===== config.mk =====
export PLATFORM = sky130hd
export DESIGN_NAME = prog_loader
export DESIGN_NICKNAME = d
export VERILOG_FILES = /design/src/rtl/prog_loader.sv
export SDC_FILE = /design/constraint.sdc
export NUM_CORES = 1
export LEC_CHECK = 0
export BUFFER_PORTS_ARGS = -buffer_cell sky130_fd_sc_hd__buf_2
export CORE_ASPECT_RATIO = 0.75
export CORE_MARGIN = 2
export CORE_UTILIZATION = 51
export CTS_CLUSTER_DIAMETER = 150
export DETAILED_ROUTE_END_ITERATION = 7
export PLACE_DENSITY = 0.77
export REMOVE_ABC_BUFFERS = 1
export SLEW_MARGIN = 30
export SYNTH_ARGS = -nofsm -noshare
export SYNTH_HDL_FRONTEND = slang
export SYNTH_SLANG_ARGS = --single-unit

===== constraint.sdc =====
create_clock -name clk -period 2.2 [get_ports clk]
set_input_delay 0.44 -clock clk [delete_from_list [all_inputs] [get_ports clk]]
set_output_delay 0.44 -clock clk [all_outputs]
set_load 0.02 [all_outputs]

===== src/rtl/prog_loader.sv =====
// prog_loader: streams bytes over valid/ready, packs them little-endian into
// instruction words and writes words to addresses 0..PROG_VALUE-1.  The core
// is held off (cpu_en=0) until the last word of the image has been written.
module prog_loader #(
  parameter int PROG_VALUE  = 8,
  parameter int INSTR_WIDTH = 16
) (
  input  logic                          clk,
  input  logic                          rst_n,
  input  logic                          start,
  input  logic [7:0]                    in_data,
  input  logic                          in_valid,
  output logic                          in_ready,
  output logic                          mem_we,
  output logic [$clog2(PROG_VALUE)-1:0] mem_addr,
  output logic [INSTR_WIDTH-1:0]        mem_wdata,
  output logic                          busy,
  output logic                          done,
  output logic                          cpu_en
);

  localparam int NB = INSTR_WIDTH / 8;
  localparam int AW = $clog2(PROG_VALUE);
  localparam int BW = (NB > 1) ? $clog2(NB) : 1;
  localparam logic [AW-1:0] LAST_ADDR = AW'(PROG_VALUE - 1);
  localparam logic [BW-1:0] LAST_BYTE = BW'(NB - 1);

  typedef enum logic [1:0] {
    IDLE    = 2'd0,
    COLLECT = 2'd1,
    WRITE   = 2'd2,
    DONE    = 2'd3
  } state_t;

  // Registered write port toward instruction memory.
  typedef struct packed {
    logic                   we;
    logic [AW-1:0]          addr;
    logic [INSTR_WIDTH-1:0] data;
  } wr_t;

  state_t             state_q, state_d;
  logic [AW-1:0]      addr_q;
  logic [BW-1:0]      byte_cnt_q;
  logic [NB-1:0][7:0] word_q, word_d;
  wr_t                wr_q;
  logic               take;
  logic               last_byte;
  logic               last_addr;

  // A byte is consumed only in COLLECT; start wins over a concurrent byte,
  // which is then dropped rather than stored into the fresh image.
  assign take      = in_valid && (state_q == COLLECT) && !start;
  assign last_byte = (byte_cnt_q == LAST_BYTE);
  assign last_addr = (addr_q == LAST_ADDR);

  // Current word with the incoming byte merged into its byte lane.
  always_comb begin
    word_d             = word_q;
    word_d[byte_cnt_q] = in_data;
  end

  // State register.
  always_ff @(posedge clk or negedge rst_n) begin
    if (!rst_n) state_q <= IDLE;
    else        state_q <= state_d;
  end

  // Next-state logic; start restarts from any state.
  always_comb begin
    state_d = state_q;
    unique case (state_q)
      IDLE:    state_d = IDLE;
      COLLECT: if (take && last_byte) state_d = WRITE;
      WRITE:   state_d = last_addr ? DONE : COLLECT;
      DONE:    state_d = DONE;
      default: state_d = IDLE;
    endcase
    if (start) state_d = COLLECT;
  end

  // Address, byte counter and partial-word buffer.  A restart clears them;
  // the address advances after each WRITE except the last, so it never
  // steps past the end of the image.
  always_ff @(posedge clk or negedge rst_n) begin
    if (!rst_n) begin
      addr_q     <= '0;
      byte_cnt_q <= '0;
      word_q     <= '0;
    end else if (start) begin
      addr_q     <= '0;
      byte_cnt_q <= '0;
      word_q     <= '0;
    end else if (take) begin
      word_q     <= word_d;
      byte_cnt_q <= last_byte ? '0 : byte_cnt_q + BW'(1);
    end else if (state_q == WRITE && !last_addr) begin
      addr_q     <= addr_q + AW'(1);
    end
  end

  // Write port: loaded when the final byte of a word is taken so the strobe
  // is high exactly during the WRITE cycle; address/data hold afterwards.
  // A start landing in WRITE does not cancel the already-registered strobe.
  always_ff @(posedge clk or negedge rst_n) begin
    if (!rst_n) begin
      wr_q <= '0;
    end else begin
      wr_q.we <= take && last_byte;
      if (take && last_byte) begin
        wr_q.addr <= addr_q;
        wr_q.data <= word_d;
      end
    end
  end

  assign mem_we    = wr_q.we;
  assign mem_addr  = wr_q.addr;
  assign mem_wdata = wr_q.data;

  assign in_ready  = (state_q == COLLECT);
  assign busy      = (state_q == COLLECT) || (state_q == WRITE);
  assign done      = (state_q == DONE);
  assign cpu_en    = done;

endmodule


==> flow_summary.yaml <==
critical_path:
  crit_slowest_cell: "dfrtp_1"
  crit_path_cell_trace: "inv_1 -> ha_1 -> and4b_1 -> buf_4 -> mux2_1"
  crit_required_ps: 2360
  slowest_delay_ps: 420
  critical_path_class: "reg2reg"
  start_kind: "flop"
  cp-end-kind: "flop"
  critPathMaxFanout: 12
  worst_ep_arrival_time_ps: 1930
flow_run:
  max-cap-violations: 0
layout:
  multi_input_area_um2: 527
  antenna_cells: 0
  fillers: 220
  nets: 162
  area_growth_pct: 19.3
  fin_util_pct: 65.1
  seq_area_um2: 851
  drive_gt1_share_pct: 36.3
synthesis:
  synth.top_cell.area_share_pct: 59.0
  postSynthCellCount: 108
  synth.distinct_cells: 27
  synth_xor_area_share_pct: 0
  synth_area_per_cell_um2: 13.3
  synth_top_cells_by_count: "dfrtp_1, mux2_1, mux2_2, mux2i_1, nor2_1"
  synthAdderAreaFrac_pct: 4.34
  synth_mux_area_share_pct: 20.7
  synth_top_family_by_area: "multiplexers"
  yosys.area.top_type: "dfrtp_1"
  synth-seq-area-share_pct: 59.0
  synth-edff-count: 0
  ys_ff_latch: 34
  synth_area_leaders: "dfrtp_1, mux2_1, mux2_2, mux2i_1, ha_1"
  synthFlopType: "dfrtp_1"
  synth_warnings: 0
  yosysMostFrequentCell: "dfrtp_1"
  synth-simple-area-share_pct: 7.03
  synth_compound_area_share_pct: 4.51
  syn_area_um2: 1440
  async_reset_ff_share_pct: 100
pwr:
  ir_worst_vdd_mv: 0.597
  leakage_nw: 0.959
  p_per_area_nw_per_um2: 1240
  finalPower_w: 0.00214
outcome:
  outcome: "complete, no violations"
global_route:
  grt_max_degree: 35
  grt_pass1_wl_um: 4570
  grt_antenna_before_repair: 0
  grt_pass1_vias: 1034
  overflow: 0
  grt_usage_pct: 19.3
clocking:
  cts_made_buffers: 5
  hold_buffers: 0
  clk_pin_slew_worst_paths_ps: 70
  cts_tree: "yes"
  cts.sinks: 34
  clock-root-buffer: "clkbuf_8"
  worstSkewPairLatency_ps: 290
  postCtsSetupBuffers: 0
  clock_path_buffers: 2
  h-tree-depth: 2
  cts-resized-gates: 0
floorplanning:
  core_um2: 2640
  die_y_um: 50.0
  ioPinCount: 36
  die_x_um: 65.4
  rows: 16
  die-area_um2: 3270
  start_util_pct: 54.5
timing:
  setup_violations: 0
  worst_slack_ps: 429
  rsz0062_at_grt: "false"
  tightest_slew_ps: 723
  fin_hold_ws_ps: 204
  period_share_pct: 80.5
  drv_slew: 0
  relSlewSlack_pct: 51.8
  worst_clock_skew_ps: 6.26
  period_minus_slack_ps: 1770
  fmax_mhz: 565
  tns_ps: 0
  hold_viol: 0
placement:
  port_buffers: 35
  gp_congestion: 0.694
  dp_hpwl_um: 1910
  dp_slack_ps: 448
worst_hold_path:
  hp-class: "in2async"
routing:
  via_count: 935
  wl_per_cell_um: 14.1
  ant_nets: 0
  viasPerCell: 5.14
  drt_wl_total_um: 2570
  first_iter_violations: 75
  drc: 0
  firstDrtPassIters: 3
==> state kept, by name, indices dropped and copies added, names as in the netlist <==
register and count:
mem_we 1, mem_wdata 16, state_q 2, mem_addr 3
addr_q 3, word_q 8, byte_cnt_q 1
==> path summary, 6_finish.rpt <==
kind	startpoint	endpoint	slack (ps)	cells after the start
setup / recovery	state_q[1]$_DFFE_PN0P_	mem_wdata[15]$_DFFE_PN0P_	430	5
hold / removal	rst_n	addr_q[2]$_DFFE_PN0P_	200	1
setup reg to reg	state_q[1]$_DFFE_PN0P_	mem_wdata[15]$_DFFE_PN0P_	430	5
hold reg to reg	mem_wdata[12]$_DFFE_PN0P_	mem_wdata[12]$_DFFE_PN0P_	480	1
max in group asynchronous	rst_n	word_q[1]$_DFFE_PN0P_	1530	1
min in group clk	in_data[4]	mem_wdata[12]$_DFFE_PN0P_	390	2
==> cell families after synthesis <==
group	Yosys count
AO/OA/AOI/OAI	11
adder cells (fa/ha/maj)	5
buffers and inverters	11
flip-flops	34
multiplexers	27
AND/OR/NAND/NOR	20
==> cell usage in the layout (no fill, tap or decap), types with 2 or more instances in the layout <==
cell type / n
nand3_1: 2
buf_2: 35
clkbuf_8: 6
ha_1: 5
nor2_1: 8
mux2i_1: 8
nand2b_1: 2
nand2_1: 2
o21ai_0: 3
a21oi_1: 4
mux2_2: 8
dfrtp_1: 34
mux2_1: 10
inv_1: 4
buf_4: 2
==> report_power, final <==
group	total, W	switching, W	leakage, nW	internal [W]
clock	0.000466	0.000214	0.0482	0.000252
sequential	0.000903	0.0000984	0.452	0.000804
combinational	0.000771	0.000465	0.458	0.000306
total	0.00214	0.000777	0.959	0.00136
==> worst max-delay path: cells and delay by family (launching register included) <==
kind	cells	cell delay, ps
DFF	1	420
buffers and inverters	2	330
adders and majority gates	1	280
and+or+nand+nor	1	250
muxes	1	360
==> through the flow <==
stage          cell area (um^2)  instances
2_1_floorplan              1390        101
3_3_place_gp               1630        174
3_5_place_dp               1630        174
4_1_cts                    1720        182
5_1_grt                    1720        182
6_report                   1720        182
==> area by class of cell <==
class	count	share of cell area [%]
sequential	34	49.5
multi-input combinational	63	30.6
timing repair buffer	37	11.1
clock buffer	7	5.02
tap	36	2.62
inverter	4	0.873
clock inverter	1	0.291
==> per-layer routing <==
| layer | share of wire [%] | wire [um] | track usage [%] |
|---|---|---|---|
| met1 | 40 | 1020 | 21.1 |
| met2 | 52 | 1350 | 32.5 |
| met3 | 4.9 | 127 | 6.39 |
| met4 | 2.8 | 73 | 11.8 |
| met5 | 0 | 0 | 0 |
No activity file was read; power rests on OpenSTA's default activity.
